===== config.mk =====
export PLATFORM = sky130hd
export DESIGN_NAME = vending_machine_change
export DESIGN_NICKNAME = d
export VERILOG_FILES = /design/src/rtl/vending_machine_change.sv
export SDC_FILE = /design/constraint.sdc
export NUM_CORES = 1
export LEC_CHECK = 0
export ABC_CLOCK_PERIOD_IN_PS = 3650
export CAP_MARGIN = 20
export CORE_AREA = 8 8 63 65
export CTS_CLUSTER_SIZE = 30
export DETAILED_ROUTE_END_ITERATION = 8
export DIE_AREA = 0 0 71 73
export DONT_BUFFER_PORTS = 1
export PLACE_DENSITY = 0.63
export SLEW_MARGIN = 5
export SYNTH_ARGS = -nofsm -noshare
export SYNTH_HDL_FRONTEND = slang
export SYNTH_SLANG_ARGS = --single-unit

===== constraint.sdc =====
create_clock -name clk -period 3.65 [get_ports clk]
set_input_delay 0.9125 -clock clk [delete_from_list [all_inputs] [get_ports clk]]
set_output_delay 0.9125 -clock clk [all_outputs]
set_load 0.02 [all_outputs]

===== src/rtl/vending_machine_change.sv =====
`default_nettype none
// ============================================================================
// Module   : vending_machine_change
// Purpose  : Multi-product vending controller with credit in 5-rupee units,
//            per-product prices, cancel/refund and serial change pulses.
// Revision : 1.0 - initial release
// ============================================================================
module vending_machine_change #(
    parameter int NUM_PRODUCTS = 4,
    parameter int CREDIT_W     = 6,
    parameter int MAX_CREDIT   = 20,
    parameter logic [NUM_PRODUCTS*CREDIT_W-1:0] PRICES = {6'd6, 6'd4, 6'd3, 6'd2}
) (
    input  logic                    clk,
    input  logic                    reset,
    input  logic [1:0]              coin,
    input  logic [NUM_PRODUCTS-1:0] select,
    input  logic                    cancel,
    output logic [NUM_PRODUCTS-1:0] product,
    output logic                    change,
    output logic                    coin_reject,
    output logic [CREDIT_W-1:0]     credit,
    output logic                    busy
);

    localparam logic [1:0] ACCUM  = 2'd0;
    localparam logic [1:0] VEND   = 2'd1;
    localparam logic [1:0] CHANGE = 2'd2;

    localparam logic [CREDIT_W-1:0] ONE_UNIT    = CREDIT_W'(1);
    localparam logic [CREDIT_W:0]   CREDIT_CEIL = (CREDIT_W+1)'(MAX_CREDIT);

    logic [1:0]          r_state;
    logic [CREDIT_W-1:0] w_coin_value;
    logic [CREDIT_W:0]   w_coin_sum;
    logic                w_coin_present;
    logic                w_coin_fits;
    logic [CREDIT_W-1:0] w_sel_price;
    logic                w_can_vend;

    always_comb begin
        case (coin)
            2'b01:   w_coin_value = CREDIT_W'(1);
            2'b10:   w_coin_value = CREDIT_W'(2);
            2'b11:   w_coin_value = CREDIT_W'(4);
            default: w_coin_value = '0;
        endcase
    end

    // Sum is one bit wider so the ceiling test sees a would-be overflow.
    assign w_coin_present = (coin != 2'b00);
    assign w_coin_sum     = {1'b0, credit} + {1'b0, w_coin_value};
    assign w_coin_fits    = (w_coin_sum <= CREDIT_CEIL);

    always_comb begin
        w_sel_price = '0;
        for (int i = 0; i < NUM_PRODUCTS; i++) begin
            if (select[i]) begin
                w_sel_price = PRICES[i*CREDIT_W +: CREDIT_W];
            end
        end
    end

    assign w_can_vend = $onehot(select) && (credit >= w_sel_price);

    always_ff @(posedge clk or negedge reset) begin
        if (!reset) begin
            r_state     <= ACCUM;
            credit      <= '0;
            product     <= '0;
            change      <= 1'b0;
            coin_reject <= 1'b0;
            busy        <= 1'b0;
        end else begin
            product     <= '0;
            change      <= 1'b0;
            coin_reject <= 1'b0;
            case (r_state)
                ACCUM: begin
                    if (cancel) begin
                        coin_reject <= w_coin_present;
                        if (credit != '0) begin
                            r_state <= CHANGE;
                            busy    <= 1'b1;
                            change  <= 1'b1;
                            credit  <= credit - ONE_UNIT;
                        end
                    end else if (w_can_vend) begin
                        coin_reject <= w_coin_present;
                        r_state     <= VEND;
                        busy        <= 1'b1;
                        product     <= select;
                        credit      <= credit - w_sel_price;
                    end else if (w_coin_present) begin
                        if (w_coin_fits) begin
                            credit <= w_coin_sum[CREDIT_W-1:0];
                        end else begin
                            coin_reject <= 1'b1;
                        end
                    end
                end
                VEND, CHANGE: begin
                    // The first change pulse leaves VEND directly, so VEND and
                    // CHANGE share the same pay-out step.
                    coin_reject <= w_coin_present;
                    if (credit != '0) begin
                        r_state <= CHANGE;
                        change  <= 1'b1;
                        credit  <= credit - ONE_UNIT;
                    end else begin
                        r_state <= ACCUM;
                        busy    <= 1'b0;
                    end
                end
                default: begin
                    r_state <= ACCUM;
                    busy    <= 1'b0;
                end
            endcase
        end
    end

endmodule
`default_nettype wire


==> results by group <==
Status
  • Outcome: finished clean

Yosys
  • Yosys warning total: 0
  • Number of flops mapped to enable cells by yosys: 0
  • Unique cell type count in the Yosys netlist: 54
  • Post-synthesis instance area: approximately 1400 sq um
  • Sequential element share of the synthesized area: 0.2591
  • Async set or reset register ratio after synthesis: 1.000
  • Most common flop cell mapped by yosys: sky130_fd_sc_hd__dfrtp_1
  • Synthesized instance count: 160
  • Net Count, Synth: 184
  • Number of storage elements in the synthesis netlist: 15
  • Syn_area_per_cell: approximately 9.1 sq um

Timing
  • Final hold viol count: 0
  • Rel. slew slack: 0.4919
  • Final number of max-transition violations: 0
  • Endpoints failing setup: 0
  • Setup repair after global routing missed its margin: false
  • Shortest clock period the worst path allows after layout: between 3 and 4 ns
  • Slew at the pin closest to its max-slew limit: 0.7622 ns
  • Largest clock skew in the final design: about 0.011 ns
  • Sum Neg Setup Slack: 0 ns
  • Fraction of the cycle the final worst path needs: 0.8694
  • Fmax: about 0.32 GHz

Critical path
  • Maximum net fanout on the critical path: 12
  • End of the worst register-to-register path: credit[0]
  • Critical Path Start Type: input port
  • Series of cell instances along the critical path: inv_1 > fa_1 > inv_1 > ha_1 > ha_1 > or3b_1 > a31oi_4 > buf_4 > nor2_1 > a21oi_1 > o22ai_1 > a22o_1
  • Delay of the slowest cell on the worst path: 0.53 ns
  • Cells on worst reg2reg path: 8
  • Worst reg-to-reg setup slack: around 0.84 ns
  • CP Capture Type: flip-flop
  • Required time at the worst-slack endpoint: 3.83 ns
  • Reg2reg start: credit[1]
  • Master of the slowest instance on the critical path: sky130_fd_sc_hd__fa_1
  • Arrival time of data at the critical path endpoint: roughly 3.4 ns
  • Critical setup path kind: in -> reg

Cells and area
  • Net count, final: 184
  • Share of final-layout standard cells stronger than drive strength 1: 0.1069
  • Synth-to-Final Area Change: 2.677%
  • Layout Utilization: 0.5038
  • Antenna Diode Count: 0

Placed design
  • Post-detailed-placement half-perimeter wirelength: between 2 and 3 mm
  • Weighted congestion at the end of routability-driven global placement: ~0.90
  • Number of buffers added on ports: 0

Pwr
  • Static leakage power: approximately 0.67 nW
  • Peak supply drop: about 370 uV
  • Power Density: between 800 and 900 nW/um^2
  • Overall power of the completed layout: around 1.3 mW

Clock network
  • Post-cts repair resize count: 0
  • CTS Root Cell: sky130_fd_sc_hd__clkbuf_4
  • Clock tree from TritonCTS: done
  • Clk Latency, worst-skew pair: a little under 0.3 ns
  • Number of sinks on the clock net: 15
  • Clock tree buffer depth: 2
  • Clock-pin slew reported for the worst setup and hold paths after clock tree synthesis: approximately 0.10 ns
  • Number of buffers created by CTS: 3
  • Hold-fix buffer count after cts: 0
  • Post-CTS setup buffer count: 0
  • CTS H-tree lvls: 1

Floorplanning
  • Area inside the core boundary: between 2000 and 3000 sq um
  • Number of top-level pins: 22
  • Number of core rows: 20
  • Die span in x: 71 microns
  • Y dimension of the die: about 73 microns
  • Full die area: between 5000 and 6000 sq um
  • Initial core utilization: 0.4907

GRT
  • Met3 routing resource usage after global routing: 0.03846
  • Initial antenna violation count: 0
  • Busiest layer in global routing: met2
  • M2 GR Usage: 0.2214
  • Wire length of the first global-routing pass: 5.547 mm
  • Met1 track demand over resource: 0.1675
  • Largest net degree at the start of global routing: 16
  • Global routing usage summed across all routing layers: 0.1329
  • Remaining global-route overflow: 0
  • Vias in the first global route: 1154

Drt
  • Mean number of vias per cell: 5.917
  • Total detailed-routing wirelength: ~3.2 mm
  • Via count: between 1000 and 1500
  • Average routed wire per standard cell: about 17 microns
  • DRT iter0 DRCs: between 90 and 100
  • Remaining number of nets flagged by the antenna check after routing: 0
  • First-pass detailed-route iteration total: 4
  • DRC Markers: 0

Run
  • Max-capacitance violation count: 0

Worst hold path
  • Tightest Hold Check Type: in -> async
state kept, by name (all words and copies together) (netlist names):
signal	cells
credit	6
product	4
r_state	2
busy	1
change	1
coin_reject	1
per-layer routing:
layer | wire, microns | part of all wire
met1 | 1539 | 0.48
met2 | 1547 | 0.48
met3 | 139 | 0.043
met4 | 8 | 0.0025
met5 | 0 | 0
metrics by stage:
step                setup WS (ns)  instance area [sq um]  instances  hold slack [ns]
detailed placement         0.1920                   1460        188           0.5521
CTS                        0.4827                   1488        192           0.2967
floorplan                  0.2910                   1449        160           0.5107
global route               0.3336                   1488        192           0.2726
finish                     0.4768                   1488        192           0.3051
global placement           0.2052                   1460        188           0.5380
final cells by class:
class                           count  area (sq um)
Sequential cell                    15         375.4
Fill cell                         290          1465
Timing Repair Buffer                1         7.507
Tap cell                           33         41.29
Clock buffer                        3         22.52
Multi-Input combinational cell    124         979.7
Clock inverter                      1         5.005
Inverter                           15         56.30
cell usage in the layout, fill, tap and decap left out, types with 2 or more instances in the layout:
cell	netlist	layout
sky130_fd_sc_hd__or2_1	2	2
sky130_fd_sc_hd__nand2_1	11	11
sky130_fd_sc_hd__a21o_1	2	2
sky130_fd_sc_hd__a31oi_1	2	2
sky130_fd_sc_hd__dfrtp_1	15	15
sky130_fd_sc_hd__ha_1	12	12
sky130_fd_sc_hd__a21oi_1	7	7
sky130_fd_sc_hd__o21ai_0	8	8
sky130_fd_sc_hd__a22o_1	5	5
sky130_fd_sc_hd__nor3_1	5	5
sky130_fd_sc_hd__and2_1	5	5
sky130_fd_sc_hd__nor2_1	11	11
sky130_fd_sc_hd__o22ai_1	6	6
sky130_fd_sc_hd__xnor2_1	4	4
sky130_fd_sc_hd__clkbuf_4	0	3
sky130_fd_sc_hd__mux2i_1	3	3
sky130_fd_sc_hd__nor2b_1	4	4
sky130_fd_sc_hd__nand2b_1	3	3
sky130_fd_sc_hd__o21a_1	2	2
sky130_fd_sc_hd__inv_1	15	15
sky130_fd_sc_hd__fa_1	3	3
power by group:
| group | switching (mW) | total, mW | internal (mW) | leakage (nW) |
|---|---|---|---|---|
| combinational | 0.427 | 0.791 | 0.364 | 0.463 |
| clock | 0.0549 | 0.0956 | 0.0407 | 0.0177 |
| sequential | 0.186 | 0.413 | 0.226 | 0.190 |
logic make-up (layout without fill, tap and decap cells):
family | count (synthesis) | count (layout) | synth area share
adders and majority gates | 15 | 15 | 0.1451
buffers and inverters | 21 | 20 | 0.06476
AOI/OAI and AO/OA | 46 | 46 | 0.2470
xor gates and xnor gates | 6 | 6 | 0.04145
muxes | 3 | 3 | 0.02073
and+or+nand+nor | 54 | 54 | 0.2219
DFF | 15 | 15 | 0.2591
how the worst max path moves through the flow:
stage                     startpoint         end  slack, ns  depth (start not counted)
after floorplan            select[0]   credit[1]       0.29                         12
final                      select[0]   credit[1]       0.48                         12
after CTS                  select[0]   credit[1]       0.48                         12
after global placement     select[0]   credit[1]       0.21                         12
after detailed placement   select[0]   credit[1]       0.19                         12
after global routing       select[0]  product[0]       0.33                         10
worst max-delay path, delay by kind of cell:
family	cells	cell delay, ns
adder cells (fa/ha/maj)	3	0.97
AND/OR/NAND/NOR	2	0.47
buffers and inverters	3	0.30
AO/OA/AOI/OAI	4	0.69
cells in the mapped netlist, types with 2 or more instances:
cell type                  instances  area (sq um)
sky130_fd_sc_hd__a31oi_1           2         12.51
sky130_fd_sc_hd__a21oi_1           7         35.03
sky130_fd_sc_hd__nor2b_1           4         25.02
sky130_fd_sc_hd__inv_1            15         56.30
sky130_fd_sc_hd__o21a_1            2         15.01
sky130_fd_sc_hd__o21ai_0           8         40.04
sky130_fd_sc_hd__or2_1             2         12.51
sky130_fd_sc_hd__o22ai_1           6         37.54
sky130_fd_sc_hd__dfrtp_1          15         375.4
sky130_fd_sc_hd__a22o_1            5         43.79
sky130_fd_sc_hd__ha_1             12         150.1
sky130_fd_sc_hd__a21o_1            2         15.01
sky130_fd_sc_hd__buf_2             2         10.01
sky130_fd_sc_hd__and2_1            5         31.28
sky130_fd_sc_hd__mux2i_1           3         30.03
sky130_fd_sc_hd__xnor2_1           4         35.03
sky130_fd_sc_hd__fa_1              3         60.06
sky130_fd_sc_hd__nand2_1          11         41.29
sky130_fd_sc_hd__nand2b_1          3         18.77
sky130_fd_sc_hd__nor2_1           11         41.29
sky130_fd_sc_hd__nor3_1            5         25.02
Note: power is estimated with default switching activity, not from simulation.
